--- src/rtl/colorshield_pkg.sv ---
// Shared colorshield constants, FSM state type and the packed pixel-array type
// used by the frame buffer and its pixel stores.
package colorshield_pkg;
    localparam int PIXEL_W    = 24;
    localparam int ADDR_W     = 6;
    localparam int NUM_PIXELS = 64;

    typedef enum logic [1:0] {IDLE, INPUT, COMMIT} fb_state_t;

    typedef logic [NUM_PIXELS-1:0][PIXEL_W-1:0] pixel_array_t;
endpackage

--- src/rtl/shield_frame_buffer_if.sv ---
// Pixel-write and front-buffer read bus between the scan engine (master)
// and the frame buffer (slave).
interface shield_frame_buffer_if;
    import colorshield_pkg::*;

    logic               frame_start;
    logic               write_en;
    logic [ADDR_W-1:0]  pixel_addr;
    logic [PIXEL_W-1:0] pixel_value;
    logic               ready;
    logic               rd_en;
    logic [ADDR_W-1:0]  rd_addr;
    logic [PIXEL_W-1:0] rd_data;
    logic               overrun;

    modport master (
        output frame_start, write_en, pixel_addr, pixel_value, rd_en, rd_addr,
        input  ready, rd_data, overrun
    );

    modport slave (
        input  frame_start, write_en, pixel_addr, pixel_value, rd_en, rd_addr,
        output ready, rd_data, overrun
    );
endinterface

--- src/rtl/shield_frame_buffer_pixel_store.sv ---
// 64-entry pixel array with a per-entry valid mask; one write port plus a
// whole-array parallel load and a bulk clear of the valid mask.
module pixel_store
    import colorshield_pkg::*;
(
    input  logic                  clk,
    input  logic                  rst_n,
    input  logic                  wr_en,
    input  logic [ADDR_W-1:0]     wr_addr,
    input  logic [PIXEL_W-1:0]    wr_data,
    input  logic                  clear,
    input  logic                  load,
    input  pixel_array_t          load_data,
    input  logic [NUM_PIXELS-1:0] load_valid,
    output pixel_array_t          data,
    output logic [NUM_PIXELS-1:0] valid
);

    // Only the valid mask is reset; unwritten entries read through it as empty.
    always_ff @(posedge clk or negedge rst_n) begin
        if (!rst_n) begin
            valid <= '0;
        end else if (load) begin
            valid <= load_valid;
        end else if (clear) begin
            valid <= '0;
        end else if (wr_en) begin
            valid[wr_addr] <= 1'b1;
        end
    end

    always_ff @(posedge clk) begin
        if (load) begin
            data <= load_data;
        end else if (wr_en) begin
            data[wr_addr] <= wr_data;
        end
    end

endmodule

--- src/rtl/shield_frame_buffer.sv ---
// Double-buffered colorshield frame buffer: writes land in the back store during
// a bounded INPUT window and are committed to the front store in one cycle.
module shield_frame_buffer
    import colorshield_pkg::*;
#(
    parameter int INPUT_CYCLES   = 16,
    parameter int CLEAR_ON_FRAME = 1
)
(
    input  logic                 clk,
    input  logic                 rst_n,
    shield_frame_buffer_if.slave bus
);

    localparam int CNT_W = $clog2(INPUT_CYCLES + 1);

    fb_state_t             state_q, state_d;
    logic [CNT_W-1:0]      cnt_q, cnt_d;
    logic                  overrun_q;
    logic [PIXEL_W-1:0]    rd_data_p1;
    logic                  commit;
    logic                  back_wr;
    logic                  back_clear;
    pixel_array_t          back_data, front_data;
    logic [NUM_PIXELS-1:0] back_valid, front_valid;

    always_ff @(posedge clk or negedge rst_n) begin
        if (!rst_n) begin
            state_q   <= IDLE;
            cnt_q     <= '0;
            overrun_q <= 1'b0;
        end else begin
            state_q   <= state_d;
            cnt_q     <= cnt_d;
            overrun_q <= bus.frame_start && (state_q != IDLE);
        end
    end

    // A frame_start seen outside IDLE is ignored here; it only raises overrun.
    always_comb begin
        state_d = state_q;
        cnt_d   = cnt_q;
        unique case (state_q)
            IDLE: begin
                if (bus.frame_start) begin
                    state_d = INPUT;
                    cnt_d   = '0;
                end
            end
            INPUT: begin
                cnt_d = cnt_q + CNT_W'(1);
                if (cnt_d == CNT_W'(INPUT_CYCLES)) begin
                    state_d = COMMIT;
                end
            end
            COMMIT:  state_d = IDLE;
            default: state_d = IDLE;
        endcase
    end

    assign commit     = (state_q == COMMIT);
    assign back_wr    = (state_q == INPUT) && bus.write_en;
    assign back_clear = commit && (CLEAR_ON_FRAME != 0);

    pixel_store u_back (
        .clk        (clk),
        .rst_n      (rst_n),
        .wr_en      (back_wr),
        .wr_addr    (bus.pixel_addr),
        .wr_data    (bus.pixel_value),
        .clear      (back_clear),
        .load       (1'b0),
        .load_data  ('0),
        .load_valid ('0),
        .data       (back_data),
        .valid      (back_valid)
    );

    pixel_store u_front (
        .clk        (clk),
        .rst_n      (rst_n),
        .wr_en      (1'b0),
        .wr_addr    ('0),
        .wr_data    ('0),
        .clear      (1'b0),
        .load       (commit),
        .load_data  (back_data),
        .load_valid (back_valid),
        .data       (front_data),
        .valid      (front_valid)
    );

    // Read stage: sees the front store as it was before any same-edge commit.
    always_ff @(posedge clk or negedge rst_n) begin
        if (!rst_n) begin
            rd_data_p1 <= '0;
        end else if (bus.rd_en) begin
            rd_data_p1 <= front_valid[bus.rd_addr] ? front_data[bus.rd_addr] : '0;
        end
    end

    assign bus.ready   = (state_q == INPUT);
    assign bus.rd_data = rd_data_p1;
    assign bus.overrun = overrun_q;

endmodule

--- src/flat_wrapper.sv ---
// flat-port wrapper written by rule: the top's interface ports become plain ports
module shield_frame_buffer_flat import colorshield_pkg::*;
#(
    parameter int INPUT_CYCLES   = 16,
    parameter int CLEAR_ON_FRAME = 1
)
  (clk, rst_n, bus_frame_start, bus_write_en, bus_pixel_addr, bus_pixel_value, bus_rd_en, bus_rd_addr, bus_ready, bus_rd_data, bus_overrun);
  shield_frame_buffer_if bus_i ();
  input  logic clk;
  input  logic rst_n;
  input wire logic [$bits(bus_i.frame_start)-1:0] bus_frame_start;
  input wire logic [$bits(bus_i.write_en)-1:0] bus_write_en;
  input wire logic [$bits(bus_i.pixel_addr)-1:0] bus_pixel_addr;
  input wire logic [$bits(bus_i.pixel_value)-1:0] bus_pixel_value;
  input wire logic [$bits(bus_i.rd_en)-1:0] bus_rd_en;
  input wire logic [$bits(bus_i.rd_addr)-1:0] bus_rd_addr;
  output wire logic [$bits(bus_i.ready)-1:0] bus_ready;
  output wire logic [$bits(bus_i.rd_data)-1:0] bus_rd_data;
  output wire logic [$bits(bus_i.overrun)-1:0] bus_overrun;
  assign bus_i.frame_start = bus_frame_start;
  assign bus_i.write_en = bus_write_en;
  assign bus_i.pixel_addr = bus_pixel_addr;
  assign bus_i.pixel_value = bus_pixel_value;
  assign bus_i.rd_en = bus_rd_en;
  assign bus_i.rd_addr = bus_rd_addr;
  assign bus_ready = bus_i.ready;
  assign bus_rd_data = bus_i.rd_data;
  assign bus_overrun = bus_i.overrun;
  shield_frame_buffer #(.INPUT_CYCLES(INPUT_CYCLES), .CLEAR_ON_FRAME(CLEAR_ON_FRAME)) u_core (.clk(clk), .rst_n(rst_n), .bus(bus_i));
endmodule
--- config.mk ---
export PLATFORM = sky130hd
export DESIGN_NAME = shield_frame_buffer_flat
export DESIGN_NICKNAME = d
export VERILOG_FILES = /design/src/rtl/colorshield_pkg.sv /design/src/rtl/shield_frame_buffer_if.sv /design/src/rtl/shield_frame_buffer_pixel_store.sv /design/src/rtl/shield_frame_buffer.sv /design/src/flat_wrapper.sv
export SDC_FILE = /design/constraint.sdc
export NUM_CORES = 2
export LEC_CHECK = 0
export ABC_AREA = 1
export BUFFER_PORTS_ARGS = -buffer_cell sky130_fd_sc_hd__buf_2
export CORE_UTILIZATION = 55
export DETAILED_ROUTE_END_ITERATION = 7
export PLACE_DENSITY_LB_ADDON = 0.12
export SYNTH_ARGS = -nofsm -noshare
export SYNTH_HDL_FRONTEND = slang
export SYNTH_SLANG_ARGS = --single-unit
--- constraint.sdc ---
create_clock -name clk -period 56.1 [get_ports clk]
set_input_delay 11.22 -clock clk [delete_from_list [all_inputs] [get_ports clk]]
set_output_delay 11.22 -clock clk [all_outputs]
set_load 0.01 [all_outputs]
==> out/results.tsv <==
stage	metric	value	unit
setup_path	cp-start-kind	input pin	
setup_path	required	56.99	ns
run_status	outcome	completed	
synth	synth_fp_nets	7522	
timing	hold_viol	0	
synth	ys_types	23	
min_path	hold_path_class	flip-flop to flip-flop	
job	maxCapViolCount	0	
placement	portBuffers	66	
detailed_routing	initialDrtViolationCount	7544	
clocking	clock_sinks	3232	
power_and_ir_drop	seq_power_share	53.5	%
synth	syn_area_per_cell	15.34	sq um
detailed_routing	drtAntennaViolNets	0	
final_layout	finish.utilization	62.00	%
timing	tightest_slew	1.204	ns
final_layout	final_area	0.1285	sq mm
floorplanning	die_w	458.8	um
clocking	clock_path_buffers	4	
clocking	clk_latency	0.97	ns
synth	synth_area	0.1147	sq mm
setup_path	cp_max_fo	263	
placement	hpwlAfterDp	139700	um
global_routing	grt-ovfl-total	0	
detailed_routing	drt-total-wl	283500	um
timing	drv_slew	0	
clocking	clkTransAtPathRegs	0.06	ns
synth	synth_top_area_share	80.39	%
detailed_routing	drc	0	
detailed_routing	viasPerCell	5.795	
timing	fin_crit_sh	26.89	%
power_and_ir_drop	p_int	3.985	mW
timing	slew_headroom	19.66	%
global_routing	antenna_found_initial	25	
power_and_ir_drop	p_leak	44.57	nW
floorplanning	initial_core_util	55.36	%
floorplanning	core	0.2073	sq mm
placement	place_ws	40.25	ns
final_layout	syn_to_final_growth	11.99	%
clocking	htree_levels	5	
power_and_ir_drop	switching_share	21.38	%
final_layout	layout-drive-gt1-share	9.212	%
global_routing	grt_pass1_vias	60374	
clocking	hold_buffers	0	
synth	synth.ff_latch_count	3232	
floorplanning	die_h	458.8	um
timing	fmax	0.06629	GHz
setup_path	arrival	15.97	ns
power_and_ir_drop	power.total	5.068	mW
final_layout	stdcell_count	10678	
setup_path	critPathMaxStageDelay	0.78	ns
power_and_ir_drop	power_density	39.44	mW/mm^2
timing	hold-worst-slack	0.3657	ns
setup_path	cp_slowest_cell	buf_4	
setup_path	endpoint_kind	flip-flop	
placement	dp_cells	10091	
clocking	cts-root-buf	clkbuf_16	
timing	fin_worst_skew	0.06622	ns
synth	synth_seq_area_share	83.88	%
synth	ys.warnings.count	0	
timing	rsz0062_at_grt	no	
setup_path	worstSetupPathType	input pin to flip-flop	
clocking	cts_setup_buffers	0	
clocking	cts_buffers	333	
detailed_routing	wl_per_cell	26.55	um
power_and_ir_drop	ir_drop	0.00003481	V
floorplanning	rows	167	
power_and_ir_drop	clock_power_share	41.7	%
global_routing	grt_pass1_wl	408400	um
global_routing	grt_usage	27.02	%
floorplanning	ioPinCount	67	
final_layout	fin_nets	7680	
power_and_ir_drop	combPwrFrac	4.8	%
power_and_ir_drop	p_sw	1.084	mW
timing	fin_setup_tns	0	ns
synth	synth_area_leaders	edfxtp_1, nand2_1, nand3_1	
timing	setup_viol	0	
timing	period_needed	15.09	ns
setup_path	crit_path_cell_trace	buf_8 > clkinv_16 > buf_4 > buf_4 > buf_4 > nand2_1 > nand3_1 > nand3_1 > nand2_1 > nand2_1 > nand3_1 > nand3_1 > nand2_1 > nand3_1 > nand2_1	
placement	place.gp.congestion	0.7912	
floorplanning	die_area	0.2105	sq mm
synth	yosysTopAreaCell	edfxtp_1	
clocking	cts_resized	0	
global_routing	grt_start_max_net_pins	264	
clocking	cts_tree	done	
final_layout	fill_cells	15310	
detailed_routing	via_count	61884	
detailed_routing	dr.pass1.iters	6	
placement	placedInstanceArea	0.1181	sq mm
timing	finalWorstSetupSlack	41.01	ns
synth	synth_cells	7480	
-- power groups by stage --
stage	logic (mW)	registers (mW)	clock network [mW]
2_1_floorplan	0.140	2.80	0
3_3_place_gp	0.240	2.76	0
3_5_place_dp	0.245	2.76	0
4_1_cts	0.246	2.71	2.14
5_1_grt	0.268	2.71	2.24
6_report	0.245	2.71	2.11
-- Yosys cell counts --
cell	instances
o21a_1	4
clkbuf_1	79
buf_2	212
nand2_1	2180
inv_2	3
nand3_1	1377
inv_1	78
a21oi_1	1
or2_2	1
buf_4	39
inv_6	1
buf_1	40
buf_6	21
ha_1	1
dfrtp_1	160
edfxtp_1	3072
nor2_1	94
nor3_1	7
o22ai_1	51
nor2_2	1
xor2_1	2
o21ai_0	55
a22o_1	1
-- final cells by class --
type	count	area (sq um)	area share, %
flip-flops and latches	3232	96250	74.90
multi-input cells	3775	16480	12.82
clock buffers	437	9096	7.079
well taps	2788	3488	2.715
repair buffers	214	1578	1.228
clock inverters	141	1237	0.9630
inverters	82	351.6	0.2736
diodes	9	22.52	0.01753
-- per-layer routing --
metal / track usage (%) / up-vias / part of all wire (%)
met4: 10.40 / 8 / 4.0
met2: 42.31 / 2680 / 47
met5: 0 / - / 0.016
met1: 38.39 / 31364 / 41
met3: 4.482 / 479 / 8.3
li1: - / 27353 / -
-- state kept, by name, indices dropped and copies added (netlist names) --
signal                flops
u_core.u_back.data     1536
u_core.u_front.data    1536
u_core.u_back.valid      64
u_core.u_front.valid     64
u_core.bus.rd_data       24
u_core.cnt_q              5
u_core.state_q            2
u_core.bus.overrun        1
-- worst paths after layout --
check / from / to / slack (ns) / cells past startpoint
max in group asynchronous: rst_n / u_core.bus.rd_data[7] / 43.76 / 3
min: u_core.u_back.data[1254] / u_core.u_front.data[1254] / 0.37 / 0
max reg2reg: u_core.state_q[1] / u_core.u_front.data[236] / 49.73 / 8
min in group asynchronous: rst_n / u_core.cnt_q[1] / 10.22 / 1
min reg2reg: u_core.u_back.data[1254] / u_core.u_front.data[1254] / 0.37 / 0
max: bus_rd_addr[0] / u_core.bus.rd_data[22] / 41.01 / 15
-- layout by cell type, fill, tap and decap left out, types with 5 or more instances in the layout --
cell        count
dfrtp_1       160
nor2_1         29
bufinv_16      23
inv_1          75
buf_12          7
clkbuf_1       78
buf_2          57
clkbuf_16     343
clkinv_1       63
nor2_2         32
clkinv_2       44
o22ai_1        51
diode_2         9
clkbuf_8       16
edfxtp_1     3072
nor2_4         34
nor3_1          7
o21ai_0        55
buf_4         146
nand3_1      1377
clkinvlp_4      5
nand2_1      2179
-- cells by family after synthesis --
logic type / count (synthesis) / synth area share, %
AOI/OAI and AO/OA: 112 / 0.5561
xor gates and xnor gates: 2 / 0.01527
adders and majority gates: 1 / 0.01090
buffers and inverters: 473 / 2.048
DFF: 3232 / 83.88
and+or+nand+nor: 3660 / 13.49
-- worst max-delay path, delay by kind of cell --
family | cells | cell delay (ns)
buffers and inverters | 5 | 3.24
and+or+nand+nor | 10 | 1.08
No activity file was read; power rests on OpenSTA's default activity.
